==> config.mk <==
export PLATFORM = sky130hd
export DESIGN_NAME = disp_colr_out
export DESIGN_NICKNAME = d
export VERILOG_FILES = /design/src/rtl/disp_colr_out_pkg.sv /design/src/rtl/disp_colr_out_colr_conv.sv /design/src/rtl/disp_colr_out.sv
export SDC_FILE = /design/constraint.sdc
export NUM_CORES = 1
export LEC_CHECK = 0
export CAP_MARGIN = 30
export CORE_ASPECT_RATIO = 0.5
export CORE_MARGIN = 8
export CORE_UTILIZATION = 39
export CTS_CLUSTER_DIAMETER = 200
export DETAILED_ROUTE_END_ITERATION = 8
export PLACE_DENSITY = 0.87
export SYNTH_ARGS = -nofsm -noshare
export SYNTH_HDL_FRONTEND = slang
export SYNTH_SLANG_ARGS = --single-unit
==> constraint.sdc <==
create_clock -name clk -period 0.8 [get_ports clk]
set_input_delay 0.12 -clock clk [delete_from_list [all_inputs] [get_ports clk]]
set_output_delay 0.12 -clock clk [all_outputs]
set_load 0.01 [all_outputs]
==> src/rtl/disp_colr_out_pkg.sv <==
// Shared display helpers: conversion mode selection, Bayer 4x4 threshold table and
// threshold scaling for ordered dithering.
package disp_colr_out_pkg;

  typedef enum logic [1:0] {
    ModeWiden,
    ModeTrunc,
    ModeDither
  } conv_mode_e;

  // Bayer 4x4 matrix, entry {y,x} at bits [4*{y,x} +: 4]; row 0 is 0,8,2,10.
  localparam logic [63:0] BayerTbl = {
    4'd5,  4'd13, 4'd7,  4'd15,
    4'd9,  4'd1,  4'd11, 4'd3,
    4'd6,  4'd14, 4'd4,  4'd12,
    4'd10, 4'd2,  4'd8,  4'd0
  };

  function automatic conv_mode_e conv_mode(int unsigned bin, int unsigned bout,
                                           int unsigned dither);
    if (bout >= bin) return ModeWiden;
    else if (dither == 0) return ModeTrunc;
    else return ModeDither;
  endfunction

  function automatic logic [3:0] bayer_thr(logic [1:0] x4, logic [1:0] y4);
    logic [5:0] idx;
    idx = {y4, x4, 2'b00};
    return BayerTbl[idx +: 4];
  endfunction

  // Scale the 4-bit threshold so its range matches the D discarded bits.
  function automatic logic [15:0] thr_scale(logic [3:0] t, int unsigned d);
    if (d <= 4) return 16'(t) >> (4 - d);
    else return 16'(t) << (d - 4);
  endfunction

endpackage

==> src/rtl/disp_colr_out_colr_conv.sv <==
// One colour channel: depth conversion (replicate, truncate or ordered dither) followed by
// the first pipeline register. Colour is blanked to zero when DE is low.
module disp_colr_out_colr_conv
  import disp_colr_out_pkg::*;
#(
  parameter int unsigned BPC_IN  = 5,
  parameter int unsigned BPC_OUT = 8,
  parameter int unsigned DITHER  = 1
) (
  input  logic               clk,
  input  logic               rst_n,
  input  logic               i_de,
  input  logic [1:0]         i_x4,
  input  logic [1:0]         i_y4,
  input  logic [BPC_IN-1:0]  i_c,
  output logic [BPC_OUT-1:0] o_c
);

  localparam conv_mode_e Mode = conv_mode(BPC_IN, BPC_OUT, DITHER);

  logic [BPC_OUT-1:0] w_conv;
  logic [BPC_OUT-1:0] r_c;

  if (Mode == ModeWiden) begin : g_widen
    logic w_unused;
    assign w_unused = ^{i_x4, i_y4};
    // Repeat the input MSB-first until the output is full.
    for (genvar k = 0; k < BPC_OUT; k++) begin : g_rep
      assign w_conv[BPC_OUT-1-k] = i_c[BPC_IN-1-(k%BPC_IN)];
    end
  end else if (Mode == ModeTrunc) begin : g_trunc
    logic w_unused;
    assign w_unused = ^{i_x4, i_y4};
    assign w_conv   = i_c[BPC_IN-1 -: BPC_OUT];
  end else begin : g_dither
    localparam int unsigned D  = BPC_IN - BPC_OUT;
    localparam int unsigned SW = BPC_IN + 1;
    logic [SW-1:0]     w_sum;
    logic [BPC_IN-1:0] w_sat;
    assign w_sum  = SW'(i_c) + SW'(thr_scale(bayer_thr(i_x4, i_y4), D));
    // Saturate so bright input never wraps to black.
    assign w_sat  = w_sum[SW-1] ? '1 : w_sum[BPC_IN-1:0];
    assign w_conv = w_sat[BPC_IN-1 -: BPC_OUT];
  end

  // First pipeline stage, zeroed outside DE.
  always_ff @(posedge clk) begin
    if (!rst_n) r_c <= '0;
    else        r_c <= i_de ? w_conv : '0;
  end

  assign o_c = r_c;

endmodule

==> src/rtl/disp_colr_out.sv <==
// Display output stage: per-channel colour depth conversion, dither position counters and
// a matched-latency pipeline for sync, DE and colour.
module disp_colr_out
  import disp_colr_out_pkg::*;
#(
  parameter int unsigned BPC_IN   = 5,
  parameter int unsigned BPC_OUT  = 8,
  parameter int unsigned LAT      = 2,
  parameter int unsigned DITHER   = 1,
  parameter int unsigned TEMPORAL = 1
) (
  input  logic               clk,
  input  logic               rst_n,
  input  logic               in_hsync,
  input  logic               in_vsync,
  input  logic               in_de,
  input  logic               in_frame,
  input  logic [BPC_IN-1:0]  in_r,
  input  logic [BPC_IN-1:0]  in_g,
  input  logic [BPC_IN-1:0]  in_b,
  output logic               out_hsync,
  output logic               out_vsync,
  output logic               out_de,
  output logic [BPC_OUT-1:0] out_r,
  output logic [BPC_OUT-1:0] out_g,
  output logic [BPC_OUT-1:0] out_b
);

  localparam int unsigned PW = 3 * BPC_OUT + 3;

  logic [1:0] r_x, r_y, r_f;
  logic       r_de_prev;
  logic [2:0] r_sync1;
  logic [1:0] w_x4, w_y4;
  logic [BPC_OUT-1:0] w_r1, w_g1, w_b1;
  logic [PW-1:0] w_st1, w_out;

  // Position counters track the pixel currently on the inputs; frame pulse wins.
  always_ff @(posedge clk) begin
    if (!rst_n) begin
      r_x       <= '0;
      r_y       <= '0;
      r_f       <= '0;
      r_de_prev <= 1'b0;
    end else begin
      r_de_prev <= in_de;
      if (in_frame) begin
        r_x <= '0;
        r_y <= '0;
        r_f <= r_f + 2'd1;
      end else if (in_de) begin
        r_x <= r_x + 2'd1;
      end else if (r_de_prev) begin
        r_x <= '0;
        r_y <= r_y + 2'd1;
      end
    end
  end

  assign w_x4 = (TEMPORAL != 0) ? (r_x ^ r_f) : r_x;
  assign w_y4 = (TEMPORAL != 0) ? (r_y ^ {r_f[0], r_f[1]}) : r_y;

  // First stage for sync/DE, aligned with the channel converters' register.
  always_ff @(posedge clk) begin
    if (!rst_n) r_sync1 <= '0;
    else        r_sync1 <= {in_hsync, in_vsync, in_de};
  end

  disp_colr_out_colr_conv #(
    .BPC_IN (BPC_IN),
    .BPC_OUT(BPC_OUT),
    .DITHER (DITHER)
  ) u_conv_r (
    .clk  (clk),
    .rst_n(rst_n),
    .i_de (in_de),
    .i_x4 (w_x4),
    .i_y4 (w_y4),
    .i_c  (in_r),
    .o_c  (w_r1)
  );

  disp_colr_out_colr_conv #(
    .BPC_IN (BPC_IN),
    .BPC_OUT(BPC_OUT),
    .DITHER (DITHER)
  ) u_conv_g (
    .clk  (clk),
    .rst_n(rst_n),
    .i_de (in_de),
    .i_x4 (w_x4),
    .i_y4 (w_y4),
    .i_c  (in_g),
    .o_c  (w_g1)
  );

  disp_colr_out_colr_conv #(
    .BPC_IN (BPC_IN),
    .BPC_OUT(BPC_OUT),
    .DITHER (DITHER)
  ) u_conv_b (
    .clk  (clk),
    .rst_n(rst_n),
    .i_de (in_de),
    .i_x4 (w_x4),
    .i_y4 (w_y4),
    .i_c  (in_b),
    .o_c  (w_b1)
  );

  assign w_st1 = {r_sync1, w_r1, w_g1, w_b1};

  if (LAT > 1) begin : g_dly
    logic [PW-1:0] r_dly [LAT-1];
    // Remaining LAT-1 stages shared by sync, DE and colour.
    always_ff @(posedge clk) begin
      if (!rst_n) begin
        for (int i = 0; i < LAT - 1; i++) r_dly[i] <= '0;
      end else begin
        r_dly[0] <= w_st1;
        for (int i = 1; i < LAT - 1; i++) r_dly[i] <= r_dly[i-1];
      end
    end
    assign w_out = r_dly[LAT-2];
  end else begin : g_nodly
    assign w_out = w_st1;
  end

  assign {out_hsync, out_vsync, out_de, out_r, out_g, out_b} = w_out;

endmodule

### After elaboration in Yosys (flattened, before gate mapping)

Memory sizes are Yosys's and may differ from the RTL's.
Cells that the tools add are included.

| operators by class | value |
|---|---|
| multiplexer cells | 4 |
| reduce and logical (&&, ||, !) cells | 2 |

Operator list:

| kind | number |
|---|---|
| $mux 27 | 1 |
| $reduce_or 27->1 | 1 |
| $mux 1 | 3 |
| $reduce_and 2->1 | 1 |

| storage, ports and cells | value |
|---|---|
| register bits | 27 |
| bits in writable memories | 27 |
| input bits | 21 |
| output and inout bits | 27 |
| word-level logic and storage cells | 11 |
| memories | 1 |

Memories:

| name | depth | width | read ports | clocked after Yosys merged registers in | wr ports | line | source |
|---|---|---|---|---|---|---|---|
| g_dly.r_dly | 1 | 27 | 1 | 0 | 1 | disp_colr_out.sv:114 | `logic [PW-1:0] r_dly [LAT-1];` |

### Logic depth before layout (Yosys ltp)

| logic depth | value |
|---|---|
| word-level depth | 3 |
| mapped depth | 2 |
| gate-level depth less buffers | 1 |

### Modules after synthesis

Synthesis repeated with hierarchy kept, for this count alone.

| second synthesis, totals | value |
|---|---|
| cell total of the unflattened synthesis | 131 |
| area total of the unflattened synthesis | 1550.2 um2 |

Modules (own cells, without submodules):

| module | times used | cells an instance | area each (um2) | seq. area each (um2) |
|---|---|---|---|---|
| disp_colr_out | 1 | 92 | 1088.5 | 720.7 |
| disp_colr_out_colr_conv | 3 | 13 | 153.9 | 100.1 |

### Least setup slack after synthesis

No wires, ideal clock.

| path | value |
|---|---|
| path kind | reg2out |
| from | memory g_dly.r_dly[0][5] (netlist bit) |
| to | output port out_b[5] |
| data arrival time | 485 ps |
| data required time | 680 ps |
| path slack | 195 ps |
| stages on the path, launching flop included | 2 |
| path buffers | 1 |
| cell sequence | dfxtp_1 buf_4 |

| on the way | value |
|---|---|
| cells in the longest elaborated chain, start to end | 1 |

Ends and longest elaborated chain:

| element | line | source |
|---|---|---|
| from (decl) | disp_colr_out.sv:114 |  |
| $mem_v2 1x27 | n/a |  |
| to (decl) | disp_colr_out.sv:26 | `output logic [BPC_OUT-1:0] out_b` |

Every way passes these cells.

==> reports/results.ini <==
[placement]
port_buffers = 46
gp_congestion = 0.658

[critical_path]
crit_chain = buf_6
cp_slowest_stage_delay_ns = 0.34
cp_slowest_cell = dfxtp_2
worst-path-buf-inv = 1
crit_fanout = 2
cp-start-kind = flip-flop
cp-end-kind = output port
critPathKind = flip-flop to output port
crit_arrival_ns = 0.73
cp_top_family = flip-flops
required_ns = 0.68

[sta]
tns_ns = -0.995
fin_worst_skew_ns = 0.00487
period_needed_ns = 0.846
setup_viol = 27
slew_violations = 0
slew_headroom_pct = 91.5
fin_ws_ns = -0.0461
hold_violations = 0
rsz0062_at_grt = yes
fmax_mhz = 1180
fin_crit_sh_pct = 106
worst_pin_slew_ns = 0.128
whs_ns = 0.413

[drt]
vias_per_cell = 3.98
wl_per_cell_um = 11.9
wl_um = 1980
vias = 660
drt_iter0_markers = 19
firstDrtPassIters = 3
drc = 0
ant_nets = 0

[floorplan]
coreArea_mm2 = 0.00255
dieHeight_um = 52.4
start_util_pct = 40.6
die-area_mm2 = 0.00466
ioPinCount = 48
rows = 13
die_w_um = 88.9

[power_and_ir_drop]
p_per_area_mw_per_mm2 = 2170
leakage_uw = 0.000738
irDropWorstVdd_uv = 835

[layout]
fillCellCount = 202
fin_util_pct = 61.4
antenna_cells = 0
final_cell_mix = dfxtp_1 (25), and2_1 (21), buf_6 (20)
drive_above_1_share_pct = 36.4
final_common_cell = dfxtp_1
nets = 149
area_delta_synth_final_pct = 51.4

[grt]
grt-ovfl-total = 0
grt_pass1_wl_um = 3040
use_met3_pct = 6.72
grt_max_degree = 20
use_met2_pct = 15.9
track_usage_pct = 9.12
antenna_found_initial = 0
grtUsageMet1_pct = 7.59
grt_pass1_vias = 619
grt_most_used_layer = met2

[synthesis]
synth-seq-cells = 36
ys_warn_count = 0
yosysUniqueCellTypes = 6
synth_nets = 106
syn_inst = 85
seq_area_frac_synth_pct = 69.6
syn-mean-instance-area_um2 = 12.2
syn_area_mm2 = 0.00104

[clocking]
cts_hold_buffers = 0
post_cts_buffers = 0
ctsRootBufferMaster = clkbuf_8
cts.sinks = 36
cts_tree = built
cts_max_level = 2
clkTransAtPathRegs_ns = 0.06
cts_made_buffers = 5
cts_buffer_depth = 2
insertion_delay_ns = 0.28

[flow_run]
max_cap_violations = 0

[status]
violations = negative setup slack
status = complete, but fails checks

[min_path]
hp-class = input port to flip-flop

## Yosys cell counts, drive strengths merged
master,number,area [um2]
dfxtp,36,721
and3,15,93.8
and2,21,131
clkbuf,2,10.0
buf,11,80.1
## cell families after synthesis
kind of cell	after synthesis	synth area share [%]
DFF	36	69.6
and+or+nand+nor	36	21.7
buffers and inverters	13	8.70
## sequential cells by signal, indices dropped and copies added (netlist names)
| name | flops |
|---|---|
| g_dly.r_dly | 18 |
| u_conv_b.o_c | 5 |
| u_conv_g.o_c | 5 |
| u_conv_r.o_c | 5 |
| r_sync1 | 3 |
## where the power goes
group	internal [uW]	switching, uW	leakage [uW]	total (uW)
Clock	701	560	0.0000455	1260
Combinational	174	81.6	0.000393	256
Sequential	1860	20.9	0.000300	1880
## metrics by stage
step	power (uW)	cells	setup WS [ns]	cell area (um2)
floorplan	2010	85	0.195	1040
global placement	2170	158	-0.206	1480
detailed placement	2180	158	-0.218	1480
CTS	3420	166	-0.0623	1490
global route	3550	166	-0.0840	1570
finish	3400	166	-0.0461	1570
## path summary, 6_finish.rpt
kind	slack, ns	depth (start not counted)	from	to
setup / recovery	-0.05	1	g_dly.r_dly[0][6]	out_b[1]
setup reg to reg	0.26	1	u_conv_b.o_c[5]	g_dly.r_dly[0][5]
hold reg to reg	0.43	1	r_sync1[1]	g_dly.r_dly[0][25]
hold / removal	0.41	2	in_hsync	r_sync1[2]
## repair_timing
| action | 4_1_cts | 5_1_grt |
|---|---|---|
| gates resized for setup | 125 | 15 |
| cloned | 0 | 0 |
| endpoints found under the setup margin | 27 | 27 |
## layer usage
layer | vias up | routed length, um | part of all wire, %
li1 | 344 | - | -
met1 | 291 | 701 | 35
met2 | 20 | 1080 | 54
met3 | 5 | 166 | 8.4
met4 | 0 | 34 | 1.7
met5 | - | 0 | 0
## area by class of cell
| class | count | area [um2] | area share, % |
|---|---|---|---|
| clock buffers | 8 | 90.1 | 5.74 |
| multi-input cells | 36 | 225 | 14.4 |
| flip-flops and latches | 36 | 734 | 46.8 |
| well taps | 37 | 46.3 | 2.95 |
| repair buffers | 49 | 473 | 30.1 |
Power figures use the tool's default switching activity.
